--- src/rtl/sonic_scan_ctrl.sv ---
// Round-robin HC-SR04 scan engine: one sensor fires at a time, echo width is timed in us ticks.
// Build option: define NEAR_HYST_EN to give the near flags a hysteresis band of HYST_US.
module sonic_scan_ctrl #(
  parameter int unsigned N_SENSORS  = 4,
  parameter int unsigned CLK_PER_US = 100,
  parameter int unsigned TRIG_US    = 10,
  parameter int unsigned TIMEOUT_US = 30000,
  parameter int unsigned HOLDOFF_US = 60000,
  parameter int unsigned NEAR_US    = 2320,
  parameter int unsigned HYST_US    = 290
) (
  input  logic                    i_clk,
  input  logic                    i_rst,
  input  logic                    i_enable,
  input  logic [N_SENSORS-1:0]    i_echo,
  output logic [N_SENSORS-1:0]    o_trig,
  output logic [16*N_SENSORS-1:0] o_dist_us,
  output logic [N_SENSORS-1:0]    o_near,
  output logic [N_SENSORS-1:0]    o_timed_out,
  output logic                    o_stop,
  output logic                    o_res_valid,
  output logic [2:0]              o_res_idx
);

  localparam int unsigned CNT_W = 16;
  localparam int unsigned SEL_W = 3;
  localparam int unsigned PRE_W = (CLK_PER_US > 1) ? $clog2(CLK_PER_US) : 1;

  localparam logic [PRE_W-1:0] PRE_LAST  = PRE_W'(CLK_PER_US - 1);
  localparam logic [CNT_W-1:0] TRIG_LAST = CNT_W'(TRIG_US - 1);
  localparam logic [CNT_W-1:0] TMO_CNT   = CNT_W'(TIMEOUT_US);
  localparam logic [CNT_W-1:0] HOLD_LAST = CNT_W'(HOLDOFF_US - 1);
  localparam logic [SEL_W-1:0] SEL_LAST  = SEL_W'(N_SENSORS - 1);

  // Counters are 16 bit and the sensor index is 3 bit; reject sets that cannot fit.
  if (N_SENSORS < 1 || N_SENSORS > 8 || CLK_PER_US < 1 || TRIG_US < 1 || HOLDOFF_US < 1 ||
      TIMEOUT_US > 65535 || HOLDOFF_US > 65535 || NEAR_US > 65535 || HYST_US > 65535) begin : g_bad_cfg
    $error("sonic_scan_ctrl: illegal parameter set");
  end

  typedef enum logic [2:0] {
    S_IDLE = 3'd0,
    S_TRIG = 3'd1,
    S_WAIT = 3'd2,
    S_MEAS = 3'd3,
    S_HOLD = 3'd4
  } state_t;

  state_t                         r_state;
  state_t                         w_state_nxt;

  logic [PRE_W-1:0]               r_presc;
  logic                           w_tick;
  logic [CNT_W-1:0]               r_cnt;
  logic [SEL_W-1:0]               r_sel;
  logic [SEL_W-1:0]               w_sel_inc;
  logic [SEL_W-1:0]               w_sel_nxt;

  logic [N_SENSORS-1:0]           r_echo_s1;
  logic [N_SENSORS-1:0]           r_echo_s2;
  logic [N_SENSORS-1:0]           r_echo_d;
  logic [N_SENSORS-1:0]           r_rise;
  logic [N_SENSORS-1:0]           r_fall;
  logic                           w_rise;
  logic                           w_fall;

  logic                           w_cnt_clr;
  logic                           w_cnt_inc;
  logic                           w_do_result;
  logic                           w_do_timeout;
  logic                           w_sel_adv;
  logic [N_SENSORS-1:0]           w_trig_nxt;

  logic [N_SENSORS-1:0][CNT_W-1:0] r_dist;
  logic [N_SENSORS-1:0]           r_near;
  logic [N_SENSORS-1:0]           r_timed_out;
  logic [N_SENSORS-1:0]           r_trig;
  logic                           r_stop;
  logic                           r_res_valid;
  logic [SEL_W-1:0]               r_res_idx;

  assign w_tick    = (r_presc == PRE_LAST);
  assign w_sel_inc = (r_sel == SEL_LAST) ? SEL_W'(0) : r_sel + SEL_W'(1);
  assign w_sel_nxt = w_sel_adv ? w_sel_inc : r_sel;

  // Free-running microsecond prescaler plus echo synchronisers and registered edge detect.
  always_ff @(posedge i_clk) begin
    if (i_rst) begin
      r_presc   <= '0;
      r_echo_s1 <= '0;
      r_echo_s2 <= '0;
      r_echo_d  <= '0;
      r_rise    <= '0;
      r_fall    <= '0;
    end else begin
      r_presc   <= w_tick ? PRE_W'(0) : r_presc + PRE_W'(1);
      r_echo_s1 <= i_echo;
      r_echo_s2 <= r_echo_s1;
      r_echo_d  <= r_echo_s2;
      r_rise    <= r_echo_s2 & ~r_echo_d;
      r_fall    <= ~r_echo_s2 & r_echo_d;
    end
  end

  // Only the selected channel's edges matter; trigger follows the sensor selected next cycle.
  always_comb begin
    w_rise     = 1'b0;
    w_fall     = 1'b0;
    w_trig_nxt = '0;
    for (int i = 0; i < int'(N_SENSORS); i++) begin
      if (r_sel == SEL_W'(i)) begin
        w_rise = r_rise[i];
        w_fall = r_fall[i];
      end
      if (w_sel_nxt == SEL_W'(i)) begin
        w_trig_nxt[i] = 1'b1;
      end
    end
  end

  always_ff @(posedge i_clk) begin
    if (i_rst) begin
      r_state <= S_IDLE;
    end else begin
      r_state <= w_state_nxt;
    end
  end

  // Rising edge beats a same-cycle timeout; falling edge beats a same-cycle saturation.
  always_comb begin
    w_state_nxt = r_state;
    case (r_state)
      S_IDLE: if (i_enable) w_state_nxt = S_TRIG;
      S_TRIG: if (w_tick && (r_cnt == TRIG_LAST)) w_state_nxt = S_WAIT;
      S_WAIT: begin
        if (w_rise)                 w_state_nxt = S_MEAS;
        else if (r_cnt == TMO_CNT)  w_state_nxt = S_HOLD;
      end
      S_MEAS: if (w_fall || (r_cnt == TMO_CNT)) w_state_nxt = S_HOLD;
      S_HOLD: begin
        if (w_tick && (r_cnt == HOLD_LAST)) w_state_nxt = i_enable ? S_TRIG : S_IDLE;
      end
      default: w_state_nxt = S_IDLE;
    endcase
  end

  always_comb begin
    w_cnt_clr    = 1'b0;
    w_cnt_inc    = 1'b0;
    w_do_result  = 1'b0;
    w_do_timeout = 1'b0;
    w_sel_adv    = 1'b0;
    case (r_state)
      S_IDLE: w_cnt_clr = 1'b1;
      S_TRIG: begin
        if (w_tick) begin
          if (r_cnt == TRIG_LAST) w_cnt_clr = 1'b1;
          else                    w_cnt_inc = 1'b1;
        end
      end
      S_WAIT: begin
        if (w_rise) begin
          w_cnt_clr = 1'b1;
        end else if (r_cnt == TMO_CNT) begin
          w_do_timeout = 1'b1;
          w_cnt_clr    = 1'b1;
        end else if (w_tick) begin
          w_cnt_inc = 1'b1;
        end
      end
      S_MEAS: begin
        if (w_fall) begin
          w_do_result = 1'b1;
          w_cnt_clr   = 1'b1;
        end else if (r_cnt == TMO_CNT) begin
          w_do_timeout = 1'b1;
          w_cnt_clr    = 1'b1;
        end else if (w_tick) begin
          w_cnt_inc = 1'b1;
        end
      end
      S_HOLD: begin
        if (w_tick) begin
          if (r_cnt == HOLD_LAST) begin
            w_sel_adv = 1'b1;
            w_cnt_clr = 1'b1;
          end else begin
            w_cnt_inc = 1'b1;
          end
        end
      end
      default: w_cnt_clr = 1'b1;
    endcase
  end

  // Slot counter never passes TIMEOUT_US in WAIT/MEAS because those states leave on equality.
  always_ff @(posedge i_clk) begin
    if (i_rst) begin
      r_cnt  <= '0;
      r_sel  <= '0;
      r_trig <= '0;
    end else begin
      if (w_cnt_clr)      r_cnt <= '0;
      else if (w_cnt_inc) r_cnt <= r_cnt + CNT_W'(1);
      if (w_sel_adv)      r_sel <= w_sel_inc;
      r_trig <= (w_state_nxt == S_TRIG) ? w_trig_nxt : '0;
    end
  end

  always_ff @(posedge i_clk) begin
    if (i_rst) begin
      r_dist      <= '0;
      r_near      <= '0;
      r_timed_out <= '0;
      r_stop      <= 1'b0;
      r_res_valid <= 1'b0;
      r_res_idx   <= '0;
    end else begin
      r_stop      <= |r_near;
      r_res_valid <= w_do_result | w_do_timeout;
      if (w_do_result || w_do_timeout) r_res_idx <= r_sel;
      for (int i = 0; i < int'(N_SENSORS); i++) begin
        if (r_sel == SEL_W'(i)) begin
          if (w_do_result) begin
            r_dist[i]      <= r_cnt;
            r_timed_out[i] <= 1'b0;
`ifdef NEAR_HYST_EN
            if (32'(r_cnt) < NEAR_US)                r_near[i] <= 1'b1;
            else if (32'(r_cnt) >= NEAR_US + HYST_US) r_near[i] <= 1'b0;
`else
            r_near[i] <= (32'(r_cnt) < NEAR_US);
`endif
          end else if (w_do_timeout) begin
            r_dist[i]      <= TMO_CNT;
            r_timed_out[i] <= 1'b1;
            r_near[i]      <= 1'b0;
          end
        end
      end
    end
  end

  assign o_trig      = r_trig;
  assign o_dist_us   = r_dist;
  assign o_near      = r_near;
  assign o_timed_out = r_timed_out;
  assign o_stop      = r_stop;
  assign o_res_valid = r_res_valid;
  assign o_res_idx   = r_res_idx;

endmodule

--- config.mk ---
export PLATFORM = sky130hd
export DESIGN_NAME = sonic_scan_ctrl
export DESIGN_NICKNAME = d
export VERILOG_FILES = /design/src/rtl/sonic_scan_ctrl.sv
export SDC_FILE = /design/constraint.sdc
export NUM_CORES = 1
export LEC_CHECK = 0
export BUFFER_PORTS_ARGS = -buffer_cell sky130_fd_sc_hd__buf_2
export CAP_MARGIN = 20
export CORE_ASPECT_RATIO = 2
export CORE_MARGIN = 2
export CORE_UTILIZATION = 60
export DETAILED_ROUTE_END_ITERATION = 8
export PLACE_DENSITY = 0.84
export SETUP_SLACK_MARGIN = 0.2
export SLEW_MARGIN = 20
export SYNTH_ARGS = -nofsm -noshare
export SYNTH_HDL_FRONTEND = slang
export SYNTH_SLANG_ARGS = --single-unit
export TNS_END_PERCENT = 100
--- constraint.sdc ---
create_clock -name i_clk -period 5.9 [get_ports i_clk]
set_input_delay 0 -clock i_clk [delete_from_list [all_inputs] [get_ports i_clk]]
set_output_delay 0 -clock i_clk [all_outputs]
set_load 0.005 [all_outputs]
# Yosys cells after proc, flatten, opt, wreduce, memory -nomap -nowiden
# Cells that the tools add are included.
# totals
register_bits	130
inputBits	7
output_inout_bits	81
elab_cells	117
# op_classes
addsub	3
n_lt_le_gt_ge	1
eq_ne	15
muxes	51
n_bitwise	6
n_reduce_logical	16
# op_table
operator	n
$mux W1	37
$mux W16	2
$mux W3	8
$eq A3 B2 Y1 const B	6
$add A16 B1 Y16 const B	1
$eq A16 B15 Y1 const B	1
$eq A16 B16 Y1 const B	1
$eq A16 B4 Y1 const B	1
$lt A16 B12 Y1 const B	1
$pmux W3 S5	1
$eq A3 B1 Y1 const B	4
$logic_not A3 Y1	3
$and A4 B4 Y4	2
$not A4 Y4	2
$pmux W1 S4	2
$reduce_and A2 Y1	4
$add A7 B1 Y7 const B	1
$eq A7 B7 Y1 const B	1
$reduce_or A2 Y1	3
$reduce_or A4 Y1	1
$add A3 B1 Y3 const B	1
$eq A3 B3 Y1 const B	1
$logic_and A1 B1 Y1	2
$logic_or A1 B1 Y1	2
4 further kinds	4

# Longest topological paths before layout
# Gate-level depths: netlist of the first run.
# logic_depth
word_depth	11
mapped_depth	11
mapped_depth_nobuf	8

# Worst setup path after synthesis of the first run
# Ideal clock, no wire load.
# synth_timing
kind	register -> register
startpoint	reg r_sel[0]
endpoint	reg r_dist, in the netlist o_dist_us[57]
setup_time_ns	0.117
t_arrival_ns	2.349
required_ns	5.783
path_slack_ns	3.434
stages_incl_launch_ff	10
path_buffers	1
synth_period_minus_slack_ns	2.466
cell_sequence	dfxtp_1 inv_1 ha_1 nor2b_1 a211oi_1 o21ai_0 buf_2 a2111oi_4 nor2_4 a22o_2
# synth_via
elab_chain_cells	9
word_cells_on_any_way	20
cone_classes	3 x eq/ne; 14 x mux; 3 x reduce/logical
# synth_rtl
item	line	rtl
start, declared	55	logic [SEL_W-1:0] r_sel;
start signal, assigned	205	if (w_sel_adv) r_sel <= w_sel_inc;
$logic_not A3 Y1	111	if (r_sel == SEL_W'(i)) begin
$mux W1 (4 in series)	111	
$mux W1, on equally long branches	172, 162	
$pmux W1 S2 / $mux W1 (equally long branches)	153	case (r_state)
$reduce_bool A2 Y1 (no line)	-	
$reduce_and A2 Y1 (no line)	-	
end signal, assigned by index	225	r_dist[i] <= r_cnt;
end, declared	74	logic [N_SENSORS-1:0][CNT_W-1:0] r_dist;
# Several ways; a longest one is shown, not always the timed one.
# A chain may end at the register's enable or synchronous reset.

# Worst setup path in the final report of the first run
# layout_timing
startpoint	reg r_presc[4]
endpoint	reg r_cnt[12]
# layout_via
elab_chain_cells	5
word_cells_on_any_way	12
cone_classes	1 x eq/ne; 10 x mux; 1 x reduce/logical
# layout_rtl
item	line	rtl
start, declared	52	logic [PRE_W-1:0] r_presc;
start signal, assigned	96	r_presc <= w_tick ? PRE_W'(0) : r_presc + PRE_W'(1);
$eq A7 B7 Y1 *	82	assign w_tick = (r_presc == PRE_LAST);
$mux W1	167, 178	
$mux W1	175	end else if (r_cnt == TMO_CNT) begin
$mux W1, on equally long branches	172, 162	
$pmux W1 S4	153	
end signal, assigned	204	else if (w_cnt_inc) r_cnt <= r_cnt + CNT_W'(1);
end, declared	54	logic [CNT_W-1:0] r_cnt;
# Mark *: on every way between the ends. The rest lies on a longest branch, timed or not.

==> results.py, run 1 <==
metrics = {
    "placement": {
        "port_buffers": 87,
        "dpl.hpwl_um": 9200,
        "dpl_worst_slack_ns": 2.93,
        "place_congestion": 0.901,
        "numPlacedInstances": 726,
    },
    "cts": {
        "cts_buffers": 17,
        "htree_levels": 4,
        "clockBufferDepth": 2,
        "cts_sinks": 130,
        "cts-root-buf": "clkbuf_16",
        "post_cts_buffers": 0,
        "cts_tree": "yes",
        "clkTransAtPathRegs_ns": 0.05,
        "cts_resized": 0,
        "clkLatencyLatePin_ns": 0.41,
    },
    "die": {
        "core_sq_um": 8950,
        "fp-row-count": 49,
        "dieWidth_um": 71.6,
        "die_h_um": 139,
        "io_pins": 88,
        "dieArea_sq_um": 9970,
        "start_util_pct": 61.3,
    },
    "timing": {
        "skew_ns": 0.00640,
        "report.final.hold_viol_count": 0,
        "period_minus_slack_ns": 2.95,
        "fin_crit_sh_pct": 50.1,
        "tightest_slew_ns": 1.03,
        "finalWorstSetupSlack_ns": 2.95,
        "finalSetupViolCount": 0,
        "max_freq_mhz": 339,
        "rsz0062_at_grt": "false",
        "slew-limit-headroom_pct": 31.3,
        "drv_slew": 0,
        "fin_setup_tns_ns": 0,
    },
    "routing": {
        "wl_um": 13200,
        "avgRoutedWirePerCell_um": 17.4,
        "first_pass_iters": 5,
        "vias": 4576,
        "via_per_inst": 6.01,
        "drc": 0,
        "drtAntennaViolNets": 0,
        "drt_iter0_drc": 364,
    },
    "min_path": {
        "min-delay-path-class": "primary input to flip-flop",
    },
    "final_layout": {
        "n_antenna_cell": 0,
        "stdcell_count": 761,
        "mostFrequentLayoutCells": "130 x dfxtp_1, 87 x buf_2, 83 x nor2_1",
        "fill_cells": 652,
        "nNetsFinal": 662,
        "final_common_cell": "dfxtp_1",
        "synthToLayoutAreaGrowth_pct": 19.7,
        "drive_gt1_share_pct": 23.7,
    },
    "global_routing": {
        "antenna_found_initial": 0,
        "grt_pass1_wl_um": 21200,
        "grt_max_degree": 94,
        "grt_overflow": 0,
        "grt_pass1_vias": 4495,
        "track_usage_pct": 27.2,
    },
    "logic_synthesis": {
        "yosysTopAreaCell": "dfxtp_1",
        "synth_area_sq_um": 5490,
        "ys_async_sr_fraction_pct": 0,
        "seq_area_frac_synth_pct": 47.4,
        "synthCells": 572,
        "ys_types": 67,
        "synthTopCellsByArea": "dfxtp_1 47%, nor2_1 5.7%, a211oi_1 4.5%",
        "synth_ff_type": "dfxtp_1",
        "syn_area_per_cell_sq_um": 9.59,
        "ys_ff_latch": 130,
        "synth_top_area_share_pct": 47.4,
        "synth_edf_count": 0,
        "yosys_warnings": 0,
        "syn-num-nets": 587,
    },
    "pwr": {
        "totalPowerFinal_mw": 2.03,
        "irDropWorstVdd_uv": 308,
        "p_leak_nw": 2.50,
        "powerDensity_nw_per_um2": 309,
    },
    "flow_run": {
        "max_cap_violations": 0,
    },
    "critical_path": {
        "path_max_fanout": 25,
        "cp.arrival_ns": 3.30,
        "crit_required_ns": 6.24,
        "cp-end-kind": "flip-flop",
        "cp-start-kind": "flip-flop",
        "crit_type": "flip-flop to flip-flop",
    },
    "run_status": {
        "status": "finished clean",
    },
}
[path summary, 6_finish.rpt]
path | from | to | slack [ns] | cells after the start
worst max-delay path | r_presc[4]$_SDFF_PP0_ | r_cnt[12]$_SDFFE_PP0P_ | 2.95 | 6
worst min-delay path | i_enable | r_state[0]$_SDFF_PP0_ | 0.15 | 5
worst max register to register | r_presc[4]$_SDFF_PP0_ | r_cnt[12]$_SDFFE_PP0P_ | 2.95 | 6
worst min register to register | r_echo_s2[0]$_SDFF_PP0_ | r_fall[0]$_SDFF_PP0_ | 0.41 | 1
[sequential cells by signal, summed over array words and instances, names as in the netlist]
signal / count
r_fall: 4
r_echo_d: 4
o_res_idx: 3
o_timed_out: 4
o_dist_us: 64
r_echo_s2: 4
r_echo_s1: 4
o_trig: 4
r_state: 3
r_sel: 3
o_res_valid: 1
o_stop: 1
r_rise: 4
r_cnt: 16
r_presc: 7
o_near: 4
[logic make-up (layout without fill, tap and decap cells)]
family | Yosys count | count (layout) | share of synthesized area (%)
simple gates | 230 | 230 | 23.4
buf+inv | 56 | 143 | 5.11
mux | 24 | 24 | 4.38
compound gates | 118 | 118 | 16.8
xor+xnor | 6 | 6 | 0.958
flops | 130 | 130 | 47.4
fa+ha+maj | 8 | 8 | 1.82
[area by class of cell]
class,instances,area [sq um],area share [%]
clock inverter,9,154,2.34
clock buffer,22,474,7.22
multi-input combinational,386,2640,40.1
inverter,16,60.1,0.915
timing repair buffer,96,513,7.81
tap,102,128,1.94
sequential,130,2600,39.6
[repair_timing]
item                       CTS  global route
hold buffers                 4             0
hold endpoints to repair     4             0
setup endpoints to repair    0             0
[critical path, cell delays in order (launching register included)]
cell and delay, ns:
dfxtp_1 0.35, nor4bb_1 0.46, nand4_1 0.83, a41oi_1 0.58, a22oi_2 0.16, nor4_1 0.29, mux2i_1 0.22
[power breakdown]
part	total, mW	internal (mW)	switching, mW
Sequential	0.891	0.886	0.00459
Clock	1.10	0.737	0.361
Combinational	0.0415	0.0142	0.0274
[metrics by stage]
| stage | area, sq um | utilization (%) | hold slack (ns) |
|---|---|---|---|
| 5_1_grt | 6570 | 73.4 | 0.149 |
| 6_report | 6570 | 73.4 | 0.149 |
| 3_5_place_dp | 5890 | 65.8 | 0.221 |
| 2_1_floorplan | 5490 | - | 0.128 |
| 4_1_cts | 6560 | 73.3 | 0.105 |
| 3_3_place_gp | 5890 | 65.8 | 0.207 |
[Yosys cell counts, drive strengths merged (11+ instances only)]
cell type / n
o31ai: 11
nand2: 25
or4: 12
nor2: 85
o21ai: 11
a21oi: 23
clkbuf: 15
mux2i: 24
a211oi: 36
buf: 25
dfxtp: 130
nand2b: 11
inv: 16
nor2b: 19
nor3: 13
a22o: 18
[per-layer routing]
metal	GRT usage (%)	wire length [um]	vias to the layer above
li1	-	-	2205
met1	27.0	4890	2145
met2	48.0	7090	173
met3	6.52	594	53
met4	18.7	654	0
met5	0	0	-
Power figures use the tool's default switching activity.
==> run 2: changes to the inputs <==
--- a/config.mk
+++ b/config.mk
@@ -9,9 +9,9 @@
 export CAP_MARGIN = 20
 export CORE_ASPECT_RATIO = 2
 export CORE_MARGIN = 2
-export CORE_UTILIZATION = 60
+export CORE_UTILIZATION = 51
 export DETAILED_ROUTE_END_ITERATION = 8
-export PLACE_DENSITY = 0.84
+export PLACE_DENSITY = 0.76
 export SETUP_SLACK_MARGIN = 0.2
 export SLEW_MARGIN = 20
 export SYNTH_ARGS = -nofsm -noshare
==> constraint.sdc (replaced) <==
create_clock -name i_clk -period 2.57 [get_ports i_clk]
set_input_delay 0 -clock i_clk [delete_from_list [all_inputs] [get_ports i_clk]]
set_output_delay 0 -clock i_clk [all_outputs]
set_load 0.005 [all_outputs]
==> run 2 against run 1 <==
Against the previous run: sequential cell count stayed put; critical path depth up 5; clock power is 110% higher; count of clock-buffer cells in the layout shrank 2; critical path type unchanged.
==> results.py, run 2 (synthesis gave the netlist of run 1 again) <==
metrics = {
    "run_status": {
        "status": "finished clean",
    },
    "timing": {
        "finalSetupViolCount": 0,
        "max_freq_mhz": 400,
        "rsz0062_at_grt": "true",
        "period_minus_slack_ns": 2.50,
        "fin_crit_sh_pct": 97.3,
        "drv_slew": 0,
        "tightest_slew_ns": 0.724,
        "report.final.hold_viol_count": 0,
        "slew-limit-headroom_pct": 51.7,
        "skew_ns": 0.00989,
    },
    "critical_path": {
        "crit_type": "flip-flop to flip-flop",
        "crit_top_cell": "buf_4",
        "path_buf_inv": 4,
        "cp_cell_sequence": "inv_4, ha_4, nand3b_1, a211oi_2, o21ai_1, buf_4, a2111oi_4, buf_4, buf_4, nor2_1, a211oi_1",
        "path_delay_family": "compound AO/OA/AOI/OAI gates",
        "cp-start-kind": "flip-flop",
        "crit_required_ns": 2.87,
        "cp.arrival_ns": 2.80,
        "path_max_fanout": 8,
        "cpMaxStageDelayCell": "dfxtp_4",
        "cp-end-kind": "flip-flop",
        "max_stage_delay_ns": 0.38,
    },
    "cts": {
        "clockBufferDepth": 2,
        "cts_sinks": 130,
        "htree_levels": 4,
        "clkTransAtPathRegs_ns": 0.06,
        "cts_buffers": 17,
        "cts-root-buf": "clkbuf_16",
        "clkLatencyLatePin_ns": 0.42,
        "cts_tree": "yes",
    },
    "final_layout": {
        "fill_cells": 754,
        "nNetsFinal": 734,
        "drive_gt1_share_pct": 38.9,
        "final_common_cell": "dfxtp_1",
        "stdcell_count": 869,
        "n_antenna_cell": 0,
        "synthToLayoutAreaGrowth_pct": 38.6,
        "largest_register_ffs": 64,
        "mostFrequentLayoutCells": "125 x dfxtp_1, 87 x buf_2, 74 x nor2_1",
    },
    "global_routing": {
        "grt_pass1_vias": 4739,
        "grt_pass1_wl_um": 23400,
        "grt_max_degree": 38,
        "grt_overflow": 0,
        "track_usage_pct": 26.3,
        "antenna_found_initial": 0,
    },
    "die": {
        "start_util_pct": 52.4,
        "dieArea_sq_um": 11700,
        "core_sq_um": 10500,
        "die_h_um": 151,
        "fp-row-count": 53,
        "io_pins": 88,
        "dieWidth_um": 77.3,
    },
    "routing": {
        "drc": 0,
        "first_pass_iters": 5,
        "avgRoutedWirePerCell_um": 18.9,
        "wl_um": 16400,
        "drt_iter0_drc": 463,
        "vias": 5132,
        "via_per_inst": 5.91,
        "drtAntennaViolNets": 0,
    },
    "placement": {
        "numPlacedInstances": 794,
        "dpl.hpwl_um": 10500,
        "place_congestion": 0.936,
        "port_buffers": 87,
    },
    "min_path": {
        "min-delay-path-class": "primary input to flip-flop",
    },
    "pwr": {
        "irDropWorstVdd_uv": 530,
        "p_leak_nw": 2.98,
        "totalPowerFinal_mw": 4.52,
        "powerDensity_nw_per_um2": 594,
    },
    "flow_run": {
        "max_cap_violations": 0,
    },
}
run 2: report_power, final:
group          internal (mW)  switching [mW]
clock                   1.45           0.900
combinational         0.0486          0.0782
sequential              2.03         0.00818
total                   3.53           0.986
run 2: metal layers:
| layer | vias to the layer above | track usage, % | share of wire, % |
|---|---|---|---|
| met5 | - | 0 | 0 |
| met4 | 0 | 18.6 | 6.4 |
| met3 | 83 | 4.74 | 4.2 |
| met2 | 234 | 49.7 | 55 |
| met1 | 2462 | 24.9 | 35 |
| li1 | 2353 | - | - |
run 2: layout make-up:
cell class                 count  area, sq um  area share [%]
multi-input combinational    386         2910            38.3
timing repair buffer         168         1260            16.6
clock inverter                12          133            1.74
tap                          137          171            2.26
inverter                      16         62.6           0.823
sequential                   130         2620            34.5
clock buffer                  20          447            5.88
run 2: worst paths after layout:
| path | from | to | slack [ns] | depth (start not counted) |
|---|---|---|---|---|
| setup / recovery | r_sel[1]$_SDFF_PP0_ | o_dist_us[56]$_SDFFE_PP0P_ | 0.07 | 11 |
| hold / removal | i_rst | o_dist_us[44]$_SDFFE_PP0P_ | 0.21 | 2 |
| setup reg to reg | r_sel[1]$_SDFF_PP0_ | o_dist_us[56]$_SDFFE_PP0P_ | 0.07 | 11 |
| hold reg to reg | r_echo_s2[3]$_SDFF_PP0_ | r_fall[3]$_SDFF_PP0_ | 0.41 | 1 |
run 2: per-stage QoR:
step	area (sq um)	util, %	setup TNS, ns	setup slack, ns	hold slack [ns]
6_report	7600	72.5	0	0.0691	0.214
4_1_cts	7050	67.3	0	0.122	0.152
5_1_grt	7600	72.5	-0.0759	-0.0517	0.230
3_5_place_dp	6260	59.7	-0.221	-0.141	0.214
2_1_floorplan	5510	-	0	0.201	0.128
3_3_place_gp	6260	59.7	-0.215	-0.127	0.209
run 2: timing repair:
| item | CTS | global route |
|---|---|---|
| gates cloned | 2 | 4 |
| setup buffers | 8 | 25 |
| setup endpoints to repair | 58 | 90 |
| pin swaps | 4 | 25 |
| resized for setup | 17 | 59 |
| endpoints found under the hold margin | 4 | 0 |
| hold buffers | 4 | 0 |
